### config.mk
export PLATFORM = sky130hd
export DESIGN_NAME = combo_entry_sequencer_flat
export DESIGN_NICKNAME = d
export VERILOG_FILES = /design/src/rtl/combo_entry_pkg.sv /design/src/rtl/combo_entry_sequencer_if.sv /design/src/rtl/entry_buffer.sv /design/src/rtl/combo_entry_sequencer.sv /design/src/flat_wrapper.sv
export SDC_FILE = /design/constraint.sdc
export NUM_CORES = 1
export LEC_CHECK = 0
export BUFFER_PORTS_ARGS = -buffer_cell sky130_fd_sc_hd__buf_2
export CAP_MARGIN = 20
export CORE_ASPECT_RATIO = 0.7
export CORE_UTILIZATION = 41
export CTS_BUF_LIST = sky130_fd_sc_hd__clkbuf_2
export DETAILED_ROUTE_END_ITERATION = 10
export PLACE_DENSITY = 0.69
export SYNTH_ARGS = -nofsm -noshare
export SYNTH_HDL_FRONTEND = slang
export SYNTH_HIERARCHICAL = 1
export SYNTH_SLANG_ARGS = --single-unit
### constraint.sdc
create_clock -name clk -period 3.35 [get_ports clk]
set_clock_uncertainty 0.05 [all_clocks]
set_input_delay 0.1675 -clock clk [delete_from_list [all_inputs] [get_ports clk]]
set_output_delay 0.1675 -clock clk [all_outputs]
set_load 0.02 [all_outputs]
### src/rtl/combo_entry_pkg.sv
// Shared types, key codes and BCD/one-hot helpers for the combination-lock keypad front end.
// Latency: none (declarations and pure functions only).
// Backpressure: not applicable.
package combo_entry_pkg;

    localparam int KEY_CLEAR        = 10;
    localparam int KEY_ENTER        = 11;
    localparam int GROUPS           = 3;
    localparam int DIGITS_PER_GROUP = 4;
    localparam int NUM_SLOTS        = GROUPS * DIGITS_PER_GROUP;

    typedef enum logic [2:0] {
        ENTRY,
        BURST0,
        BURST1,
        BURST2,
        CHECK,
        LOCKOUT
    } entry_state_t;

    typedef logic [9:0]                        onehot_t;
    typedef logic [DIGITS_PER_GROUP-1:0][9:0]  digits_t;
    typedef logic [DIGITS_PER_GROUP-1:0][3:0]  bcd_group_t;

    // Every position showing digit 0: the pattern the lock sees between attempts.
    localparam digits_t DIGITS_IDLE = {DIGITS_PER_GROUP{10'b00_0000_0001}};

    // Out-of-range codes map to digit 0 so the lock input never loses its one-hot shape.
    function automatic onehot_t bcd_to_onehot(input logic [3:0] bcd);
        onehot_t oh;
        oh = 10'b00_0000_0001;
        if (bcd <= 4'd9) begin
            oh = onehot_t'(1) << bcd;
        end
        return oh;
    endfunction

    function automatic digits_t group_to_digits(input bcd_group_t grp);
        digits_t d;
        for (int k = 0; k < DIGITS_PER_GROUP; k++) begin
            d[k] = bcd_to_onehot(grp[k]);
        end
        return d;
    endfunction

endpackage

### src/rtl/combo_entry_sequencer_if.sv
// Keypad/lock-side bundle of the entry sequencer: key strobe, lock feedback and status outputs.
// Latency: none (wiring only).
// Backpressure: key_ready low means the keypad strobe is dropped, never queued.
interface combo_entry_sequencer_if;
    import combo_entry_pkg::*;

    logic       key_valid;
    logic [3:0] key_code;
    logic       key_ready;
    logic       open;
    digits_t    digits;
    logic [3:0] entry_count;
    logic       err;
    logic       fail_pulse;
    logic       locked_out;

    // Keypad plus lock side: drives keys and the lock result, observes status.
    modport master (
        output key_valid, key_code, open,
        input  key_ready, digits, entry_count, err, fail_pulse, locked_out
    );

    // Sequencer side.
    modport slave (
        input  key_valid, key_code, open,
        output key_ready, digits, entry_count, err, fail_pulse, locked_out
    );

endinterface

### src/rtl/entry_buffer.sv
// Twelve-slot BCD key store with fill count, overflow flag and 4-digit group read-out.
// Latency: writes/clears visible one cycle later; group read-out is combinational.
// Backpressure: none; a write with the buffer full is dropped and sets the overflow flag.
module entry_buffer
    import combo_entry_pkg::*;
(
    input  logic       clk,
    input  logic       rst,
    input  logic       wr_en,
    input  logic [3:0] wr_dat,
    input  logic       clr,
    input  logic [1:0] rd_grp,
    output logic [3:0] count,
    output logic       ovf,
    output bcd_group_t rd_dat
);

    logic [NUM_SLOTS-1:0][3:0] mem_q, mem_d;
    logic [3:0]                count_q, count_d;
    logic                      ovf_q, ovf_d;
    logic [3:0]                base;

    // Next-state of the store: clear wins over a write in the same cycle.
    always_comb begin
        mem_d   = mem_q;
        count_d = count_q;
        ovf_d   = ovf_q;
        if (clr) begin
            count_d = '0;
            ovf_d   = 1'b0;
        end else if (wr_en) begin
            if (count_q < 4'(NUM_SLOTS)) begin
                mem_d[count_q] = wr_dat;
                count_d        = count_q + 4'd1;
            end else begin
                ovf_d = 1'b1;
            end
        end
    end

    // Store registers with synchronous active-low reset.
    always_ff @(posedge clk) begin
        if (!rst) begin
            mem_q   <= '0;
            count_q <= '0;
            ovf_q   <= 1'b0;
        end else begin
            mem_q   <= mem_d;
            count_q <= count_d;
            ovf_q   <= ovf_d;
        end
    end

    // Group read-out: the first key of a group lands in the thousands position.
    always_comb begin
        base = (rd_grp < 2'(GROUPS)) ? {rd_grp, 2'b00} : 4'd0;
        rd_dat    = '0;
        rd_dat[3] = mem_q[base];
        rd_dat[2] = mem_q[base + 4'd1];
        rd_dat[1] = mem_q[base + 4'd2];
        rd_dat[0] = mem_q[base + 4'd3];
    end

    assign count = count_q;
    assign ovf   = ovf_q;

endmodule

### src/rtl/combo_entry_sequencer.sv
// Keypad front end: buffers 12 digits, bursts them as three one-hot groups into the lock, tracks failures.
// Latency: groups on digits 1..3 cycles after Enter; lock result sampled at +4, fail/lockout visible at +5.
// Backpressure: key_ready only in ENTRY; keys offered elsewhere are silently dropped.
module combo_entry_sequencer
    import combo_entry_pkg::*;
#(
    parameter int unsigned TIMEOUT_CYCLES = 1000,
    parameter int unsigned MAX_FAILS      = 3,
    parameter int unsigned LOCKOUT_CYCLES = 5000
) (
    input  logic                    clk,
    input  logic                    rst,
    combo_entry_sequencer_if.slave  bus
);

    localparam int TIMER_W = $clog2(TIMEOUT_CYCLES + 1);
    localparam int FAIL_W  = $clog2(MAX_FAILS + 1);
    localparam int LOCK_W  = $clog2(LOCKOUT_CYCLES + 1);

    localparam logic [TIMER_W-1:0] TIMER_LAST = TIMER_W'(TIMEOUT_CYCLES - 1);
    localparam logic [FAIL_W-1:0]  FAIL_MAX   = FAIL_W'(MAX_FAILS);
    localparam logic [LOCK_W-1:0]  LOCK_LAST  = LOCK_W'(LOCKOUT_CYCLES - 1);

    entry_state_t       state_q, state_d;
    logic [TIMER_W-1:0] timer_q, timer_d;
    logic [FAIL_W-1:0]  fail_cnt_q, fail_cnt_d;
    logic [FAIL_W-1:0]  fail_next;
    logic [LOCK_W-1:0]  lock_cnt_q, lock_cnt_d;
    digits_t            digits_q, digits_d;
    logic               err_q, err_d;
    logic               fail_pulse_q, fail_pulse_d;

    logic               key_acc;
    logic               is_digit;
    logic               is_clear;
    logic               is_enter;

    logic               buf_wr;
    logic               buf_clr;
    logic [1:0]         buf_grp;
    logic [3:0]         buf_count;
    logic               buf_ovf;
    bcd_group_t         buf_rd;

    assign key_acc  = bus.key_valid && (state_q == ENTRY);
    assign is_digit = (bus.key_code <= 4'd9);
    assign is_clear = (bus.key_code == 4'(KEY_CLEAR));
    assign is_enter = (bus.key_code == 4'(KEY_ENTER));

    // During BURSTn the next group is prepared so it is registered onto digits one cycle later.
    assign buf_grp = (state_q == BURST0) ? 2'd1 :
                     (state_q == BURST1) ? 2'd2 : 2'd0;

    assign fail_next = (fail_cnt_q == FAIL_MAX) ? FAIL_MAX : fail_cnt_q + 1'b1;

    entry_buffer u_buf (
        .clk    (clk),
        .rst    (rst),
        .wr_en  (buf_wr),
        .wr_dat (bus.key_code),
        .clr    (buf_clr),
        .rd_grp (buf_grp),
        .count  (buf_count),
        .ovf    (buf_ovf),
        .rd_dat (buf_rd)
    );

    // Next-state, timers, failure bookkeeping and the registered lock input.
    always_comb begin
        state_d      = state_q;
        timer_d      = '0;
        fail_cnt_d   = fail_cnt_q;
        lock_cnt_d   = '0;
        digits_d     = DIGITS_IDLE;
        err_d        = 1'b0;
        fail_pulse_d = 1'b0;
        buf_wr       = 1'b0;
        buf_clr      = 1'b0;

        case (state_q)
            ENTRY: begin
                if (key_acc && is_digit) begin
                    buf_wr = 1'b1;
                end else if (key_acc && is_clear) begin
                    buf_clr = 1'b1;
                end else if (key_acc && is_enter) begin
                    if ((buf_count == 4'(NUM_SLOTS)) && !buf_ovf) begin
                        state_d  = BURST0;
                        digits_d = group_to_digits(buf_rd);
                    end else begin
                        err_d   = 1'b1;
                        buf_clr = 1'b1;
                    end
                end else if (buf_count != 4'd0) begin
                    // Idle cycle (or an ignored code) with a partial entry pending.
                    if (timer_q >= TIMER_LAST) begin
                        err_d   = 1'b1;
                        buf_clr = 1'b1;
                    end else begin
                        timer_d = timer_q + 1'b1;
                    end
                end
            end
            BURST0: begin
                digits_d = group_to_digits(buf_rd);
                state_d  = BURST1;
            end
            BURST1: begin
                digits_d = group_to_digits(buf_rd);
                state_d  = BURST2;
            end
            BURST2: begin
                state_d = CHECK;
            end
            CHECK: begin
                buf_clr = 1'b1;
                if (bus.open) begin
                    fail_cnt_d = '0;
                    state_d    = ENTRY;
                end else begin
                    fail_pulse_d = 1'b1;
                    if (fail_next >= FAIL_MAX) begin
                        fail_cnt_d = '0;
                        state_d    = LOCKOUT;
                    end else begin
                        fail_cnt_d = fail_next;
                        state_d    = ENTRY;
                    end
                end
            end
            LOCKOUT: begin
                if (lock_cnt_q >= LOCK_LAST) begin
                    state_d = ENTRY;
                end else begin
                    lock_cnt_d = lock_cnt_q + 1'b1;
                end
            end
            default: begin
                state_d = ENTRY;
            end
        endcase
    end

    // State and output registers with synchronous active-low reset.
    always_ff @(posedge clk) begin
        if (!rst) begin
            state_q      <= ENTRY;
            timer_q      <= '0;
            fail_cnt_q   <= '0;
            lock_cnt_q   <= '0;
            digits_q     <= DIGITS_IDLE;
            err_q        <= 1'b0;
            fail_pulse_q <= 1'b0;
        end else begin
            state_q      <= state_d;
            timer_q      <= timer_d;
            fail_cnt_q   <= fail_cnt_d;
            lock_cnt_q   <= lock_cnt_d;
            digits_q     <= digits_d;
            err_q        <= err_d;
            fail_pulse_q <= fail_pulse_d;
        end
    end

    assign bus.digits      = digits_q;
    assign bus.key_ready   = (state_q == ENTRY);
    assign bus.entry_count = buf_count;
    assign bus.err         = err_q;
    assign bus.fail_pulse  = fail_pulse_q;
    assign bus.locked_out  = (state_q == LOCKOUT);

endmodule

### src/flat_wrapper.sv
// flat-port wrapper written by rule: the top's interface ports become plain ports
module combo_entry_sequencer_flat import combo_entry_pkg::*;
#(
    parameter int unsigned TIMEOUT_CYCLES = 1000,
    parameter int unsigned MAX_FAILS      = 3,
    parameter int unsigned LOCKOUT_CYCLES = 5000
)
  (clk, rst, bus_key_valid, bus_key_code, bus_open, bus_key_ready, bus_digits, bus_entry_count, bus_err, bus_fail_pulse, bus_locked_out);
  combo_entry_sequencer_if bus_i ();
  input  logic clk;
  input  logic rst;
  input wire logic [$bits(bus_i.key_valid)-1:0] bus_key_valid;
  input wire logic [$bits(bus_i.key_code)-1:0] bus_key_code;
  input wire logic [$bits(bus_i.open)-1:0] bus_open;
  output wire logic [$bits(bus_i.key_ready)-1:0] bus_key_ready;
  output wire logic [$bits(bus_i.digits)-1:0] bus_digits;
  output wire logic [$bits(bus_i.entry_count)-1:0] bus_entry_count;
  output wire logic [$bits(bus_i.err)-1:0] bus_err;
  output wire logic [$bits(bus_i.fail_pulse)-1:0] bus_fail_pulse;
  output wire logic [$bits(bus_i.locked_out)-1:0] bus_locked_out;
  assign bus_i.key_valid = bus_key_valid;
  assign bus_i.key_code = bus_key_code;
  assign bus_i.open = bus_open;
  assign bus_key_ready = bus_i.key_ready;
  assign bus_digits = bus_i.digits;
  assign bus_entry_count = bus_i.entry_count;
  assign bus_err = bus_i.err;
  assign bus_fail_pulse = bus_i.fail_pulse;
  assign bus_locked_out = bus_i.locked_out;
  combo_entry_sequencer #(.TIMEOUT_CYCLES(TIMEOUT_CYCLES), .MAX_FAILS(MAX_FAILS), .LOCKOUT_CYCLES(LOCKOUT_CYCLES)) u_core (.clk(clk), .rst(rst), .bus(bus_i));
endmodule
### Word-level counts from Yosys, hierarchy flattened

Index checks and enable logic that the tools add are counted.
Widths: inputs -> output; s select.

* $add $sub $neg: 7
* order comparisons: 16
* eq/ne operators: 14
* shift operators: 4
* muxes and demuxes: 44
* bitwise gates (word level): 6
* reduce and logical (&&, ||, !) cells: 19

Operator list (count)
* $mux 40: 4
* $pmux 40 s2: 1
* $bmux 4 s4: 4
* $bwmux 48: 1
* $mux 10: 4
* $shl 1x4->10 const A: 4
* $lt 4x5->1 const B: 5
* $mux 4: 6
* $mux 3: 7
* $le 4x4->1 const B: 5
* $pmux 3 s6: 1
* $demux 4 s4: 1
* $add 13x1->13 const B: 1
* $ge 13x13->1 const B: 1
* $eq 4x4->1 const B: 3
* $add 10x1->10 const B: 1
* $ge 10x10->1 const B: 1
* $mux 2: 5
* $mux 1: 9
* $add 4x1->4 const B: 2
* $add 4x2->4 const B: 2
* $reduce_or 7->1: 1
* $eq 3x2->1 const B: 2
* $eq 3x3->1 const B: 2
* 21 further kinds: 37

* register bits after elaboration: 123
* output and inout port bits: 48

### Depth between registers and ports, before layout

* depth in word-level cells: 15
* depth in mapped cells: 10

### Hierarchy

The synthesis kept the hierarchy.

By module, submodules not included
* combo_entry_sequencer: times used 1, cells an instance 285, area each 2683.8 um2, seq. area each 1401.3 um2
* entry_buffer: times used 1, cells an instance 262, area each 2307.2 um2, seq. area each 1061.0 um2

### Least setup slack after synthesis

Ideal clock, no wire load.

* path kind: flip-flop to flip-flop
* start point: reg u_core.state_q[1]
* end point: reg u_core/u_buf/mem_q[0] (netlist name)
* setup time: 0.072 ns
* arrival time: 2.369 ns
* setup slack: 0.859 ns
* stages on the path, launching flop included: 10
* buffers on the path: 2
* cell sequence: dfxtp_1 > clkbuf_1 > nor3_1 > nand3_1 > a21oi_1 > o31a_1 > nand3b_1 > or3_1 > clkbuf_1 > mux2i_1

* cells in the longest elaborated chain, start to end: 9
* elaborated cells between the ends (all ways): 14

Ends and longest elaborated chain
* from (decl): line combo_entry_sequencer.sv:24 `entry_state_t state_q, state_d;`
* from (signal assigned): line combo_entry_sequencer.sv:155 `state_q <= state_d;`
* $logic_not 3->1 *
* named net bus_key_ready: line flat_wrapper.sv:15 `output wire logic [$bits(bus_i.key_ready)-1:0] bus_key_ready;`
* $logic_and 1x1->1: line combo_entry_sequencer.sv:45 `assign key_acc = bus.key_valid && (state_q == ENTRY);`
* $logic_and 1x1->1: line combo_entry_sequencer.sv:86 `end else if (key_acc && is_enter) begin`
* $mux 1: line combo_entry_sequencer.sv:86
* $mux 1: line combo_entry_sequencer.sv:84 `end else if (key_acc && is_clear) begin`
* $mux 1: line combo_entry_sequencer.sv:82 `if (key_acc && is_digit) begin`
* $pmux 1 s2 *: line combo_entry_sequencer.sv:80 `case (state_q)`
* named net u_core.buf_clr: line combo_entry_sequencer.sv:39 `logic buf_clr;`
* $not 1->1 (no line) *
* $reduce_and 3->1 (no line) *
* to (signal assigned): line entry_buffer.sv:48 `mem_q <= mem_d;`
* to (decl): line entry_buffer.sv:18 `logic [NUM_SLOTS-1:0][3:0] mem_q, mem_d;`

Mark *: on every way through the listed nets, which the timed path passes. The rest lies on a longest branch.
A chain may end at the register's enable or synchronous reset.

### Worst setup path after layout

* start point: reg u_core.state_q[0]
* end point: reg u_core/u_buf/mem_q[20] (netlist name)

* cells in the longest elaborated chain, start to end: 9
* elaborated cells between the ends (all ways): 14

Ends and longest elaborated chain (line)
* $logic_not 3->1: combo_entry_sequencer.sv:45, combo_entry_sequencer.sv:80
* $logic_and 1x1->1: combo_entry_sequencer.sv:45
* $logic_and 1x1->1: combo_entry_sequencer.sv:86
* $mux 1: combo_entry_sequencer.sv:86
* $mux 1: combo_entry_sequencer.sv:84
* $mux 1: combo_entry_sequencer.sv:82
* $pmux 1 s2 *: combo_entry_sequencer.sv:80
* named net u_core.buf_clr: combo_entry_sequencer.sv:39
* $not 1->1 (no line) *
* $reduce_and 3->1 (no line) *

Marks and branches as above.

==> run_results.csv <==
group,metric,value,unit
timing,timing.final.crit_share,0.875,
yosys,ys_seq_area_frac,0.493,
critical_path,path_class,"register to register",
hold_path,hp-class,"primary input to register",
yosys,ys.flop_type,"dfxtp_1",
finish,multi_input_area,0.00236,mm²
timing,min_period,2.93,ns
finish,drive_above_1_share,0.160,
finish,fillCellCount,1102,
floorplan,initial_utilization,0.424,
floorplan,die_h,94.3,µm
critical_path,worstPathMaxFanout,13,
clock_tree,cts_root_buf,"clkbuf_2",
placement,hpwl,7.34,mm
global_route,grt_pass1_vias,3724,
yosys,postSynthRegisterBits,123,
global_route,overflow,0,
finish,stdcell_count,774,
placement,pre_cts_slack,0.518,ns
timing,rsz0062_at_grt,"no",
routing,via_count,4033,
finish,final_core_util,0.483,
floorplan,die_area,0.0126,mm²
placement,dp_cells,735,
floorplan,fp.dieW,134,µm
clock_tree,clk_pin_slew,0.18,ns
floorplan,core-area,0.0118,mm²
yosys,yosys.area.top_type,"dfxtp_1",
global_route,antenna_found_initial,0,
global_route,grt_max_degree,60,
timing,hold_viol,0,
yosys,synth.distinct_cells,47,
status,status,"finished clean",
finish,fin_area,0.00569,mm²
yosys,synth_edf_count,0,
clock_tree,cts_sinks,123,
routing,drc,0,
routing,viasPerCell,5.21,
clock_tree,clk_latency,0.67,ns
clock_tree,htreeDepth,4,
critical_path,cp-start-kind,"register",
yosys,synth_top_area_share,0.493,
timing,slew_violations,0,
critical_path,end_kind,"register",
yosys,synth_area,0.00499,mm²
critical_path,worstPathRequired,3.89,ns
finish,final_cell_mix,"dfxtp_1, nor2_1, nand2_1",
clock_tree,cts_max_path_buffers,2,
finish,diodes,0,
routing,wl_per_cell,13.9,µm
timing,tightest_slew,0.739,ns
placement,gp_congestion,0.811,
timing,fmax,341,MHz
finish,mostFrequentLayoutCell,"dfxtp_1",
yosys,ys_async_sr_fraction,0,
job,drv_cap,0,
finish,area_delta_synth_final,14.0,%
clock_tree,cts_tree,"built",
placement,port_buffers,55,
power_and_ir_drop,p_leak,2.19,nW
power_and_ir_drop,p_per_area,521,mW/mm²
finish,regArea,0.00246,mm²
timing,tns,0,ns
floorplan,rows,33,
routing,drt_wl_total,10.8,mm
floorplan,io_pins,56,
timing,setup-violations-final,0,
yosys,synth.area.top_cells,"dfxtp_1, mux2i_1, nor2_1, nand2_1, nor3_1",
clock_tree,cts_resized,0,
placement,dpl_cell_area,0.00539,mm²
yosys,yosys_warnings,6,
routing,antenna_left,0,
routing,firstDrtPassIters,4,
power_and_ir_drop,peakVddDrop,0.189,mV
timing,fin_ws,0.419,ns
finish,nets,618,
yosys,synth_cells,547,
clock_tree,numCtsBuffers,17,
global_route,grt_pass1_wl,17.9,mm
critical_path,crit_arrival,3.47,ns
global_route,grtUsageTotal,0.180,
yosys,synth_area_per_cell,9.12,µm²
routing,first_iter_violations,250,
yosys,synth_nets,561,
timing,slew_headroom,0.507,
kinds of logic (layout without fill, tap and decap cells):
family	count (synthesis)	after routing	share of synthesized area
and+or+nand+nor	259	259	0.256
DFF	123	123	0.493
muxes	50	50	0.100
AOI/OAI and AO/OA	48	48	0.0642
adders and majority gates	6	6	0.0150
xor gates and xnor gates	20	20	0.0351
buffers and inverters	41	111	0.0356
power breakdown:
| part | switching, mW | total, mW | internal [mW] | leakage, nW |
|---|---|---|---|---|
| clock | 0.566 | 0.907 | 0.341 | 0.136 |
| combinational | 0.365 | 0.545 | 0.180 | 1.06 |
| sequential | 0.0232 | 1.51 | 1.49 | 0.991 |
flip-flops by register name (all words and copies together) (netlist names), 2 cells and up:
signal,flops
u_core/state_q,3
u_core/u_buf/mem_q,48
u_core/bus.digits,40
u_core/fail_cnt_q,2
u_core/u_buf/count,4
u_core/lock_cnt_q,13
u_core/timer_q,10
stage by stage:
stage                     hold WS [ns]  power, mW
after global routing            0.0129       3.14
after global placement           0.378       2.06
after CTS                       0.0128       2.99
final                           0.0615       2.96
after detailed placement         0.376       2.07
after floorplan                  0.197       1.94
routing by layer:
| layer | part of all wire | vias to the layer above | global-route usage |
|---|---|---|---|
| li1 | - | 2024 | - |
| met1 | 0.49 | 1918 | 0.233 |
| met5 | 0 | - | 0 |
| met2 | 0.45 | 85 | 0.281 |
| met4 | 0.0074 | 0 | 0.0492 |
| met3 | 0.053 | 6 | 0.0669 |
synthesized netlist by cell type, types with 6 or more instances:
library cell / instances
a21oi_1: 7
buf_2: 7
clkbuf_1: 20
dfxtp_1: 123
ha_1: 6
inv_1: 11
mux2i_1: 50
nand2_1: 67
nand2b_1: 22
nand3_1: 12
nor2_1: 68
nor3_1: 35
nor4_1: 22
o21ai_0: 8
o22ai_1: 16
or4_1: 6
xnor2_1: 16
layout make-up:
cell class / instances / area share
flip-flops and latches: 123 / 0.433
well taps: 157 / 0.0345
clock buffers: 17 / 0.0150
clock inverters: 15 / 0.0262
multi-input cells: 383 / 0.416
repair buffers: 68 / 0.0686
inverters: 11 / 0.00726
critical path, cell delays in order, from the launching register on:
cell      delay (ns)
dfxtp_1         0.49
or4b_4          0.60
o21ai_0         0.29
nor2_1          0.11
o31a_1          0.39
nand3b_1        0.25
nor2_1          0.41
mux2i_1         0.26
what timing repair did:
| action | CTS | global route |
|---|---|---|
| buffers inserted | 0 | 0 |
| hold endpoints to repair | 7 | 1 |
| setup endpoints to repair | 0 | 0 |
| hold buffers | 6 | 1 |
final timing paths:
kind / from / end / slack (ns) / cells past startpoint
worst max-delay path: u_core/state_q[0]$_SDFFE_PN0P_ / u_core/u_buf/mem_q[20]$_SDFFE_PN0P_ / 0.42 / 7
worst min register to register: u_core/u_buf/mem_q[33]$_SDFFE_PN0P_ / u_core/u_buf/mem_q[33]$_SDFFE_PN0P_ / 0.42 / 2
worst max register to register: u_core/state_q[0]$_SDFFE_PN0P_ / u_core/u_buf/mem_q[20]$_SDFFE_PN0P_ / 0.42 / 7
worst min-delay path: bus_key_code[2] / u_core/u_buf/count[2]$_SDFFE_PP0P_ / 0.06 / 6
No activity file was read; power rests on OpenSTA's default activity.
